File: src/rtl/clr_en_pipe_reg_if.sv
`default_nettype none
// ============================================================================
//  Module   : clr_en_pipe_reg_if
//  Brief    : Flow-control and data bundle for clr_en_pipe_reg.
//  Revision : 1.0 - initial release
// ============================================================================
interface clr_en_pipe_reg_if #(
    parameter int WIDTH = 32,
    parameter int DEPTH = 3
);
    localparam int CNT_W = $clog2(DEPTH + 1);

    logic             iEn;
    logic             iClr;
    logic             iVld;
    logic [WIDTH-1:0] iDat;
    logic             oRdy;
    logic             oVld;
    logic [WIDTH-1:0] oDat;
    logic             iRdy;
    logic [CNT_W-1:0] oCnt;

    // master = the side that feeds and drains the pipe
    modport master (
        output iEn, iClr, iVld, iDat, iRdy,
        input  oRdy, oVld, oDat, oCnt
    );

    modport slave (
        input  iEn, iClr, iVld, iDat, iRdy,
        output oRdy, oVld, oDat, oCnt
    );
endinterface
`default_nettype wire

File: src/rtl/clr_en_pipe_reg.sv
`default_nettype none
// ============================================================================
//  Module   : clr_en_pipe_reg
//  Brief    : DEPTH-stage valid/ready register pipeline with bubble
//             collapsing, global freeze and synchronous flush-to-init.
//  Revision : 1.0 - initial release
// ============================================================================
module clr_en_pipe_reg #(
    parameter int               WIDTH    = 32,
    parameter int               DEPTH    = 3,
    parameter logic [WIDTH-1:0] INI_DATA = '0
) (
    input  wire logic            clk,
    input  wire logic            rst,
    clr_en_pipe_reg_if.slave     bus
);
    localparam int CNT_W = $clog2(DEPTH + 1);

    logic [DEPTH-1:0] vld_q;
    logic [DEPTH-1:0] vld_d;
    logic [WIDTH-1:0] dat_q [DEPTH];
    logic [WIDTH-1:0] dat_d [DEPTH];

    logic [DEPTH-1:0] w_acc;
    logic [DEPTH-1:0] w_src_vld;
    logic [WIDTH-1:0] w_src_dat [DEPTH];
    logic [CNT_W-1:0] w_cnt;

    // A stage can take new data if it or any stage downstream of it is empty,
    // or if the whole tail is full and the output is being drained.
    always_comb begin : p_acc
        logic run;
        run                = ~vld_q[DEPTH-1] | bus.iRdy;
        w_acc              = '0;
        w_acc[DEPTH-1]     = run;
        for (int k = DEPTH - 2; k >= 0; k--) begin
            run      = ~vld_q[k] | run;
            w_acc[k] = run;
        end
    end

    always_comb begin : p_src
        w_src_vld    = '0;
        w_src_vld[0] = bus.iVld;
        w_src_dat[0] = bus.iDat;
        for (int k = 1; k < DEPTH; k++) begin
            w_src_vld[k] = vld_q[k-1];
            w_src_dat[k] = dat_q[k-1];
        end
    end

    always_comb begin : p_next
        vld_d = vld_q;
        dat_d = dat_q;
        if (bus.iClr) begin
            vld_d = '0;
            for (int k = 0; k < DEPTH; k++) begin
                dat_d[k] = INI_DATA;
            end
        end else if (bus.iEn) begin
            for (int k = 0; k < DEPTH; k++) begin
                if (w_acc[k]) begin
                    vld_d[k] = w_src_vld[k];
                    // an incoming bubble leaves the old payload in place
                    if (w_src_vld[k]) begin
                        dat_d[k] = w_src_dat[k];
                    end
                end
            end
        end
    end

    always_ff @(posedge clk) begin
        if (rst) begin
            vld_q <= '0;
            for (int k = 0; k < DEPTH; k++) begin
                dat_q[k] <= INI_DATA;
            end
        end else begin
            vld_q <= vld_d;
            dat_q <= dat_d;
        end
    end

    always_comb begin : p_cnt
        w_cnt = '0;
        for (int k = 0; k < DEPTH; k++) begin
            w_cnt = w_cnt + CNT_W'(vld_q[k]);
        end
    end

    assign bus.oRdy = w_acc[0] & bus.iEn & ~bus.iClr;
    assign bus.oVld = vld_q[DEPTH-1] & bus.iEn & ~bus.iClr;
    assign bus.oDat = dat_q[DEPTH-1];
    assign bus.oCnt = w_cnt;

endmodule
`default_nettype wire

File: src/flat_wrapper.sv
// flat-port wrapper written by rule: the top's interface ports become plain ports
module clr_en_pipe_reg_flat 
#(
    parameter int               WIDTH    = 32,
    parameter int               DEPTH    = 3,
    parameter logic [WIDTH-1:0] INI_DATA = '0
)
  (clk, rst, bus_iEn, bus_iClr, bus_iVld, bus_iDat, bus_iRdy, bus_oRdy, bus_oVld, bus_oDat, bus_oCnt);
  clr_en_pipe_reg_if #(.WIDTH(WIDTH), .DEPTH(DEPTH)) bus_i ();
  input  wire logic clk;
  input  wire logic rst;
  input wire logic [$bits(bus_i.iEn)-1:0] bus_iEn;
  input wire logic [$bits(bus_i.iClr)-1:0] bus_iClr;
  input wire logic [$bits(bus_i.iVld)-1:0] bus_iVld;
  input wire logic [$bits(bus_i.iDat)-1:0] bus_iDat;
  input wire logic [$bits(bus_i.iRdy)-1:0] bus_iRdy;
  output wire logic [$bits(bus_i.oRdy)-1:0] bus_oRdy;
  output wire logic [$bits(bus_i.oVld)-1:0] bus_oVld;
  output wire logic [$bits(bus_i.oDat)-1:0] bus_oDat;
  output wire logic [$bits(bus_i.oCnt)-1:0] bus_oCnt;
  assign bus_i.iEn = bus_iEn;
  assign bus_i.iClr = bus_iClr;
  assign bus_i.iVld = bus_iVld;
  assign bus_i.iDat = bus_iDat;
  assign bus_i.iRdy = bus_iRdy;
  assign bus_oRdy = bus_i.oRdy;
  assign bus_oVld = bus_i.oVld;
  assign bus_oDat = bus_i.oDat;
  assign bus_oCnt = bus_i.oCnt;
  clr_en_pipe_reg #(.WIDTH(WIDTH), .DEPTH(DEPTH), .INI_DATA(INI_DATA)) u_core (.clk(clk), .rst(rst), .bus(bus_i));
endmodule
File: config.mk
export PLATFORM = sky130hd
export DESIGN_NAME = clr_en_pipe_reg_flat
export DESIGN_NICKNAME = d
export VERILOG_FILES = /design/src/rtl/clr_en_pipe_reg_if.sv /design/src/rtl/clr_en_pipe_reg.sv /design/src/flat_wrapper.sv
export SDC_FILE = /design/constraint.sdc
export NUM_CORES = 1
export LEC_CHECK = 0
export CAP_MARGIN = 40
export CORE_UTILIZATION = 50
export CTS_CLUSTER_SIZE = 28
export DETAILED_ROUTE_END_ITERATION = 8
export PLACE_DENSITY = 0.77
export SYNTH_ARGS = -nofsm -noshare
export SYNTH_HDL_FRONTEND = slang
export SYNTH_SLANG_ARGS = --single-unit
File: constraint.sdc
create_clock -name clk -period 1.6 [get_ports clk]
set_clock_uncertainty 0.1 [all_clocks]
set_input_delay 0.32 -clock clk [delete_from_list [all_inputs] [get_ports clk]]
set_output_delay 0.32 -clock clk [all_outputs]
set_load 0.05 [all_outputs]
==> results.cfg <==
[floorplan]
die_h_um = 91.2
core_area_mm2 = 0.00773
row_count = 32
start_util_pct = 51.5
io-pin-count = 74
fp.dieArea_mm2 = 0.00832
die_w_um = 91.2

[placement]
gp_congestion = 0.732
dp_worst_setup_slack_ps = -379
dp_hpwl_um = 5000
portBuffers = 73

[clocking]
clk_path_buf_depth = 2
clk_latency_ps = 350
cts_tree = yes
clkTransAtPathRegs_ps = 100
cts-root-buf = clkbuf_8
cts_buffers = 9
cts_max_level = 3
cts_sinks = 99

[logic_synthesis]
synthXorXnorAreaFrac_pct = 0
synth_top_family_by_area = multiplexers
yosys.area_share.adder_pct = 0.503
avgSynthCellArea_um2 = 9.87
ys_seq_area_share_pct = 49.8
synth_compound_area_share_pct = 1.29
synth_nets = 442
synthesis.area_mm2 = 0.00398
syn_inst = 403
muxShareOfSynthArea_pct = 24.2
synth.distinct_cells = 22
ys_warn_count = 0
synth-simple-area-share_pct = 13.9
postSynthRegisterBits = 99

[worst_setup_path]
critPathKind = flip-flop to output port
r2r_slack_ps = -120
endpoint_kind = output port
cp_max_fo = 2
critPathRequiredTime_ps = 1180
critPathLaunchType = flip-flop
cp.arrival_ps = 1440

[routing]
drtAntennaViolNets = 0
drt-total-wl_um = 8040
vias = 2768
first_iter_violations = 90
wl_per_cell_um = 14.3
dr.pass1.iters = 4
vias_per_cell = 4.92
drc_errors = 0

[timing]
fin_crit_ps = 1860
finalHoldViolations = 0
whs_ps = 363
worst_slew_pin_slew_ps = 268
worst_slack_ps = -260
post-route-period-util_pct = 116
rsz0062_at_grt = yes
slew_viol_final = 0
slew_headroom_pct = 82.1
max_freq_mhz = 538
finalSetupViolCount = 63

[global_route]
overflow = 0
track_usage_pct = 19.0
grt_pass1_vias = 2692
antenna_found_initial = 0
grt_pass1_wl_um = 12500
grt_max_degree = 42

[status]
violations = setup timing
status = finished, violations left

[cells_and_area]
final_util_pct = 70.9
diodes = 0
area_growth_pct = 37.6
nets = 495
final_cell_mix = 132 x nand2_1, 96 x mux2i_1, 96 x dfxtp_1
drive_gt1_share_pct = 20.0
final_common_cell = nand2_1

[power]
seqPwrFrac_pct = 57.4
p_leak_uw = 0.00217
clock_power_share_pct = 34.4
ir_worst_vdd_mv = 0.466
p_switching_uw = 1060
total_power_uw = 4330
powerDensity_mw_per_mm2 = 791
p_int_uw = 3270
pwr-share-comb_pct = 8.2
switching_share_pct = 24.4

[worst_hold_path]
worstHoldPathType = input port to flip-flop

[flow_run]
maxCapViolCount = 0
==> logic make-up after synthesis <==
group	Yosys count
adder cells (fa/ha/maj)	1
AO/OA/AOI/OAI	7
AND/OR/NAND/NOR	141
flip-flops	99
buffers and inverters	59
multiplexers	96
==> per-layer routing <==
metal  vias up  share of wire [%]  GRT usage (%)  wire [µm]
li1       1385                  -              -          -
met1      1310                 46           23.2       3670
met2        58                 49           32.5       3970
met3        15                3.1           4.27        251
met4         0                1.9           7.28        155
met5         -                  0              0          0
==> synthesized netlist by cell type, drive strengths merged <==
cell type  instances  share of area [%]
a21boi             1               0.19
inv                2               0.19
dfxtp             99                 50
nor2               3               0.47
fa                 1               0.50
nand3              1               0.13
buf               53                9.8
or2                1               0.16
clkbuf             4               0.38
mux2i             96                 24
a21oi              4               0.79
and3b              1               0.22
o21ai              1               0.13
nand2            132                 12
o21a               1               0.19
nand2b             2               0.31
and3               1               0.16
==> repair_timing <==
item,CTS,global route
buffers inserted,2,4
gates cloned,1,5
hold buffers,0,0
endpoints found under the setup margin,6,43
pin swaps,1,4
resized for setup,10,8
==> metrics by stage <==
step | cell area [µm²] | setup TNS [ps] | cells
3_5_place_dp | 5030 | -25130 | 535
4_1_cts | 5290 | -480 | 554
3_3_place_gp | 5030 | -19980 | 535
6_report | 5480 | -3660 | 563
5_1_grt | 5480 | -6750 | 563
2_1_floorplan | 3990 | 0 | 403
==> layout make-up <==
type | instances | area (µm²)
multi-input combinational | 245 | 1630
sequential | 99 | 1990
timing repair buffer | 99 | 1540
clock inverter | 7 | 60.1
fill | 542 | 2250
tap | 102 | 128
clock buffer | 9 | 124
inverter | 2 | 7.51
==> final timing paths <==
kind | cells past startpoint | endpoint | start
worst max register to register | 7 | u_core.dat_q[67] | u_core.vld_q[1]
worst min register to register | 2 | u_core.dat_q[81] | u_core.dat_q[81]
worst min-delay path | 4 | u_core.vld_q[2] | bus_iRdy
worst max-delay path | 2 | bus_oCnt[0] | u_core.vld_q[0]
==> power groups by stage <==
stage | sequential (µW) | combinational, µW | clock [µW]
2_1_floorplan | 2540 | 147 | 0
3_3_place_gp | 2540 | 297 | 0
3_5_place_dp | 2550 | 300 | 0
4_1_cts | 2490 | 320 | 1530
5_1_grt | 2490 | 377 | 1630
6_report | 2480 | 354 | 1490
==> worst max-delay path, cell delays in order (launching register included) <==
cell and delay (ps):
dfxtp_2 350, fa_2 590, buf_12 140
==> flip-flops by register name (all words and copies together) (netlist names) <==
register,count
u_core.dat_q,64
u_core.vld_q,3
u_core.bus.oDat,32
No activity file was read; power rests on OpenSTA's default activity.
